===== config.mk =====
export PLATFORM = sky130hd
export DESIGN_NAME = pipeline_hazard_ctrl
export DESIGN_NICKNAME = d
export VERILOG_FILES = /design/src/rtl/pipeline_hazard_ctrl.sv
export SDC_FILE = /design/constraint.sdc
export NUM_CORES = 1
export LEC_CHECK = 0
export CORE_AREA = 2 2 45 47
export CTS_CLUSTER_DIAMETER = 200
export DETAILED_ROUTE_END_ITERATION = 8
export DIE_AREA = 0 0 47 49
export PLACE_DENSITY = 0.79
export SLEW_MARGIN = 20
export SYNTH_ARGS = -nofsm -noshare
export SYNTH_HDL_FRONTEND = slang
export SYNTH_SLANG_ARGS = --single-unit

===== constraint.sdc =====
create_clock -name clk -period 3.9 [get_ports clk]
set_input_delay 0.39 -clock clk [delete_from_list [all_inputs] [get_ports clk]]
set_output_delay 0.39 -clock clk [all_outputs]
set_load 0.05 [all_outputs]

===== src/rtl/pipeline_hazard_ctrl.sv =====
// pipeline_hazard_ctrl: stall/flush/forwarding control with multi-cycle data-memory wait FSM (optional HAZ_PERF_EN perf counters)
module pipeline_hazard_ctrl #(
  parameter int MEM_LATENCY = 2,
  parameter int REG_AW = 4
) (
  input  logic              clk,
  input  logic              rst,
  input  logic [REG_AW-1:0] RA1D,
  input  logic [REG_AW-1:0] RA2D,
  input  logic [REG_AW-1:0] RA1E,
  input  logic [REG_AW-1:0] RA2E,
  input  logic [REG_AW-1:0] WA3E,
  input  logic [REG_AW-1:0] WA3M,
  input  logic [REG_AW-1:0] WA3W,
  input  logic              MemtoRegE,
  input  logic              RegWriteM,
  input  logic              RegWriteW,
  input  logic              MemReqM,
  input  logic              PCSrcD,
  input  logic              PCSrcE,
  input  logic              PCSrcM,
  input  logic              PCSrcW,
  input  logic              BranchTakenE,
  output logic [1:0]        ForwardAE,
  output logic [1:0]        ForwardBE,
  output logic              StallF,
  output logic              StallD,
  output logic              StallE,
  output logic              StallM,
  output logic              FlushD,
  output logic              FlushE,
  output logic              FlushW,
  output logic              MemBusy
`ifdef HAZ_PERF_EN
  ,
  output logic [31:0]       StallCycles,
  output logic [31:0]       FlushCount
`endif
);
  localparam int CW = (MEM_LATENCY > 0) ? $clog2(MEM_LATENCY + 1) : 1;
  localparam logic [CW-1:0] CNT_INIT = CW'((MEM_LATENCY > 0) ? MEM_LATENCY - 1 : 0);
  typedef enum logic {S_IDLE, S_WAIT} state_t;
  state_t state;
  logic [CW-1:0] cnt;
  logic start, busy, ldr, pc_pend;
  function automatic logic [1:0] fwd(input logic [REG_AW-1:0] ra);
    return (RegWriteM && ra == WA3M && ra != REG_AW'(15)) ? 2'b10 :
           (RegWriteW && ra == WA3W && ra != REG_AW'(15)) ? 2'b01 : 2'b00;
  endfunction
  assign start   = MemReqM && (MEM_LATENCY > 0);
  assign busy    = (state == S_IDLE) ? start : (cnt != '0);
  assign ldr     = MemtoRegE && (RA1D == WA3E || RA2D == WA3E);
  assign pc_pend = PCSrcD || PCSrcE || PCSrcM;
  // memory wait FSM: the instruction in M is held until the access has consumed its latency
  always_ff @(posedge clk) begin
    if (rst) begin
      state <= S_IDLE;
      cnt   <= '0;
    end else if (state == S_IDLE) begin
      if (start) begin
        state <= S_WAIT;
        cnt   <= CNT_INIT;
      end
    end else if (cnt != '0) begin
      cnt <= cnt - 1'b1;
    end else begin
      state <= S_IDLE;
    end
  end
  // a memory wait freezes every stage and suppresses D/E flushes so no held instruction is lost
  always_comb begin
    ForwardAE = rst ? 2'b00 : fwd(RA1E);
    ForwardBE = rst ? 2'b00 : fwd(RA2E);
    StallF    = !rst && (busy || ldr || pc_pend);
    StallD    = !rst && (busy || ldr);
    StallE    = !rst && busy;
    StallM    = !rst && busy;
    FlushD    = !rst && !busy && (pc_pend || PCSrcW || BranchTakenE);
    FlushE    = !rst && !busy && (ldr || BranchTakenE);
    FlushW    = !rst && busy;
    MemBusy   = !rst && busy;
  end
`ifdef HAZ_PERF_EN
  // saturating counters of stalled fetch cycles and D/E flush cycles
  always_ff @(posedge clk) begin
    if (rst) begin
      StallCycles <= '0;
      FlushCount  <= '0;
    end else begin
      if (StallF && StallCycles != '1) StallCycles <= StallCycles + 1'b1;
      if ((FlushD || FlushE) && FlushCount != '1) FlushCount <= FlushCount + 1'b1;
    end
  end
`endif
endmodule


==> qor.csv <==
stage;metric;value;unit
drt;drc;0;
clocking;clk_pin_slew;0.04;ns
clocking;cts_tree;done;
placement;gp_congestion;0.826;
synthesis;synth_area;526;um2
drt;via_per_inst;4.72;
drt;ant_nets;0;
critical_path;crit_chain;clkdlybuf4s50_1 -> xor2_1 -> nor4_1 -> o21ai_1 -> a211oi_2 -> clkdlybuf4s50_1;
timing;holdWs;0.492;ns
final_layout;final_nets;166;
die;start_util;28.5;%
critical_path;startpoint_type;input port;
synthesis;syn_nets;115;
critical_path;cp-startpoint;WA3E[1];
global_routing;track_usage;15.2;%
timing;tns;0;ns
clocking;cts_root_buf;clkbuf_4;
timing;fin_crit;2.90;ns
job;max_cap_violations;0;
clocking;cts_buffers;3;
critical_path;worst-setup-path-type;in2out;
clocking;postCtsResizedCells;0;
critical_path;path_common_cell;clkdlybuf4s50_1;
timing;relSlewSlack;66.0;%
timing;fin_skew;0.00105;ns
timing;setup_viol;0;
critical_path;cpPeakStageDelay;0.83;ns
synthesis;synth_seq_area_share;11.4;%
clocking;cts_max_level;1;
min_path;hp-start;cnt[1];
die;rows;16;
timing;rsz0062_at_grt;false;
global_routing;grt_pass1_vias;676;
global_routing;antenna_found_initial;0;
critical_path;path_max_fanout;3;
timing;worstMarginPinSlew;0.509;ns
run_status;status;finished, final reports clean;
critical_path;reg2reg_from;cnt[0];
clocking;postCtsSetupRepairBufs;0;
final_layout;seq_area;60.1;um2
synthesis;synth_top_area_share;26.7;%
timing;drv_slew;0;
drt;drt_iter0_drc;9;
drt;dr.pass1.iters;4;
power_and_ir_drop;leakage;0.000403;uW
clocking;cts.sinks;3;
drt;via_count;717;
synthesis;synth_area_leader_cell;xor2_1;
final_layout;nFillCells;188;
clocking;insertion_delay;0.23;ns
final_layout;multi_input_comb_area;424;um2
clocking;clockBufferDepth;2;
global_routing;grt_pass1_wl;2.51;mm
final_layout;syn2layout_area_growth;102;%
critical_path;end_kind;output port;
power_and_ir_drop;ir_drop;117;uV
synthesis;synth.distinct_cells;26;
clocking;hold_buffers;0;
synthesis;synthTopCellsByArea;xor2_1, dfxtp_1, xnor2_1;
drt;wl;1.71;mm
die;die_area;2300;um2
critical_path;crit_required;3.51;ns
synthesis;postSynthAreaPerCell;7.01;um2
die;core_area;1840;um2
synthesis;synth-seq-cells;3;
final_layout;drive_above_1_share;4.00;%
min_path;hp-class;reg2reg;
global_routing;overflow;0;
synthesis;yosysWarnings;0;
die;pin_count;51;
synthesis;syn_inst;75;
die;fp.dieW;47;um
global_routing;grt_max_degree;12;
die;die-height;49;um
drt;drt-wirelength-per-cell;11.2;um
timing;finalHoldViolations;0;
timing;finalCritPeriodShare;74.4;%
power_and_ir_drop;totalPowerFinal;211;uW
timing;max_freq;345;MHz
final_layout;antenna_cells;0;
placement;io_buffers;50;
power_and_ir_drop;powerDensity;199;nW/um2
critical_path;slowest_stage;clkdlybuf4s50_1;
critical_path;arrival;2.51;ns
placement;dp_hpwl;1.44;mm
## kinds of logic (layout without fill, tap and decap cells)
group	Yosys count	after routing	synth area share (%)
fa+ha+maj	1	1	2.38
compound gates	13	13	15.2
buf+inv	8	58	7.86
xor+xnor	20	20	33.3
flops	3	3	11.4
simple gates	30	30	29.8
## power breakdown
group          switching [uW]  internal [uW]  leakage (uW)
Clock                    16.3           38.4     0.0000150
Sequential               1.49           33.3     0.0000247
Combinational            58.9           62.6      0.000364
Total                    76.6            134      0.000403
## cell usage in the layout (no fill, tap or decap)
master	n
clkbuf_4	3
nor2b_1	2
xnor2_1	4
clkdlybuf4s50_1	50
a31oi_1	1
or3_1	1
nand3_1	5
and3b_1	1
nand2_1	2
or2_2	1
nor4_1	4
inv_1	4
ha_1	1
and3_1	1
a211oi_2	1
nand2b_1	2
a21oi_1	4
dfxtp_1	3
o2111ai_1	1
nor3_1	2
nand4_1	1
nor2_1	8
o21ai_1	1
o21ai_0	4
o21a_1	1
xor2_1	16
clkbuf_1	1
## flip-flops by register name, summed over array words and instances (netlist names)
register / count
cnt: 2
state: 1
## worst paths after layout
| path | to | depth (start not counted) | slack [ns] |
|---|---|---|---|
| worst max-delay path | FlushE | 6 | 1.0 |
| worst min-delay path | cnt[1] | 2 | 0.49 |
| worst max register to register | cnt[0] | 6 | 2.62 |
| worst min register to register | cnt[1] | 2 | 0.49 |
## synthesized netlist by cell type
cell type / number
or3_1: 1
dfxtp_1: 3
and3_1: 1
nor2b_1: 2
nor3_1: 2
clkbuf_1: 1
xnor2_1: 4
ha_1: 1
o21a_1: 1
nand4_1: 1
nor4_1: 4
o21ai_0: 4
nand2b_1: 2
nand3_1: 5
or2_2: 1
buf_4: 3
a211oi_2: 1
inv_1: 4
o21ai_1: 1
o2111ai_1: 1
a21oi_1: 4
nor2_1: 8
nand2_1: 2
a31oi_1: 1
and3b_1: 1
xor2_1: 16
## metal layers
| metal | part of all wire, % | GRT usage [%] |
|---|---|---|
| met1 | 32 | 11.2 |
| met2 | 48 | 28.5 |
| met3 | 18 | 9.26 |
| met4 | 1.8 | 6.48 |
| met5 | 0 | 0 |
## per-stage QoR
step | util [%] | std cells | worst slack [ns] | instance area [um2]
global placement | 56.1 | 148 | 0.996 | 1030
detailed placement | 56.1 | 148 | 0.992 | 1030
floorplan | - | 75 | 1.58 | 526
global route | 57.5 | 152 | 0.925 | 1060
finish | 57.5 | 152 | 1.00 | 1060
CTS | 57.5 | 152 | 0.981 | 1060
## cell type report
class	count	share of cell area, %
clock buffer	4	2.48
multi-input combinational	64	40.0
inverter	4	1.42
timing repair buffer	50	47.2
tap	27	3.19
sequential	3	5.67
## worst max-delay path, delay by kind of cell
family,cells,cell delay [ns]
XOR/XNOR,1,0.18
AO/OA/AOI/OAI,2,0.40
AND/OR/NAND/NOR,1,0.26
buffers and inverters,2,1.28
No activity file was read; power rests on OpenSTA's default activity.
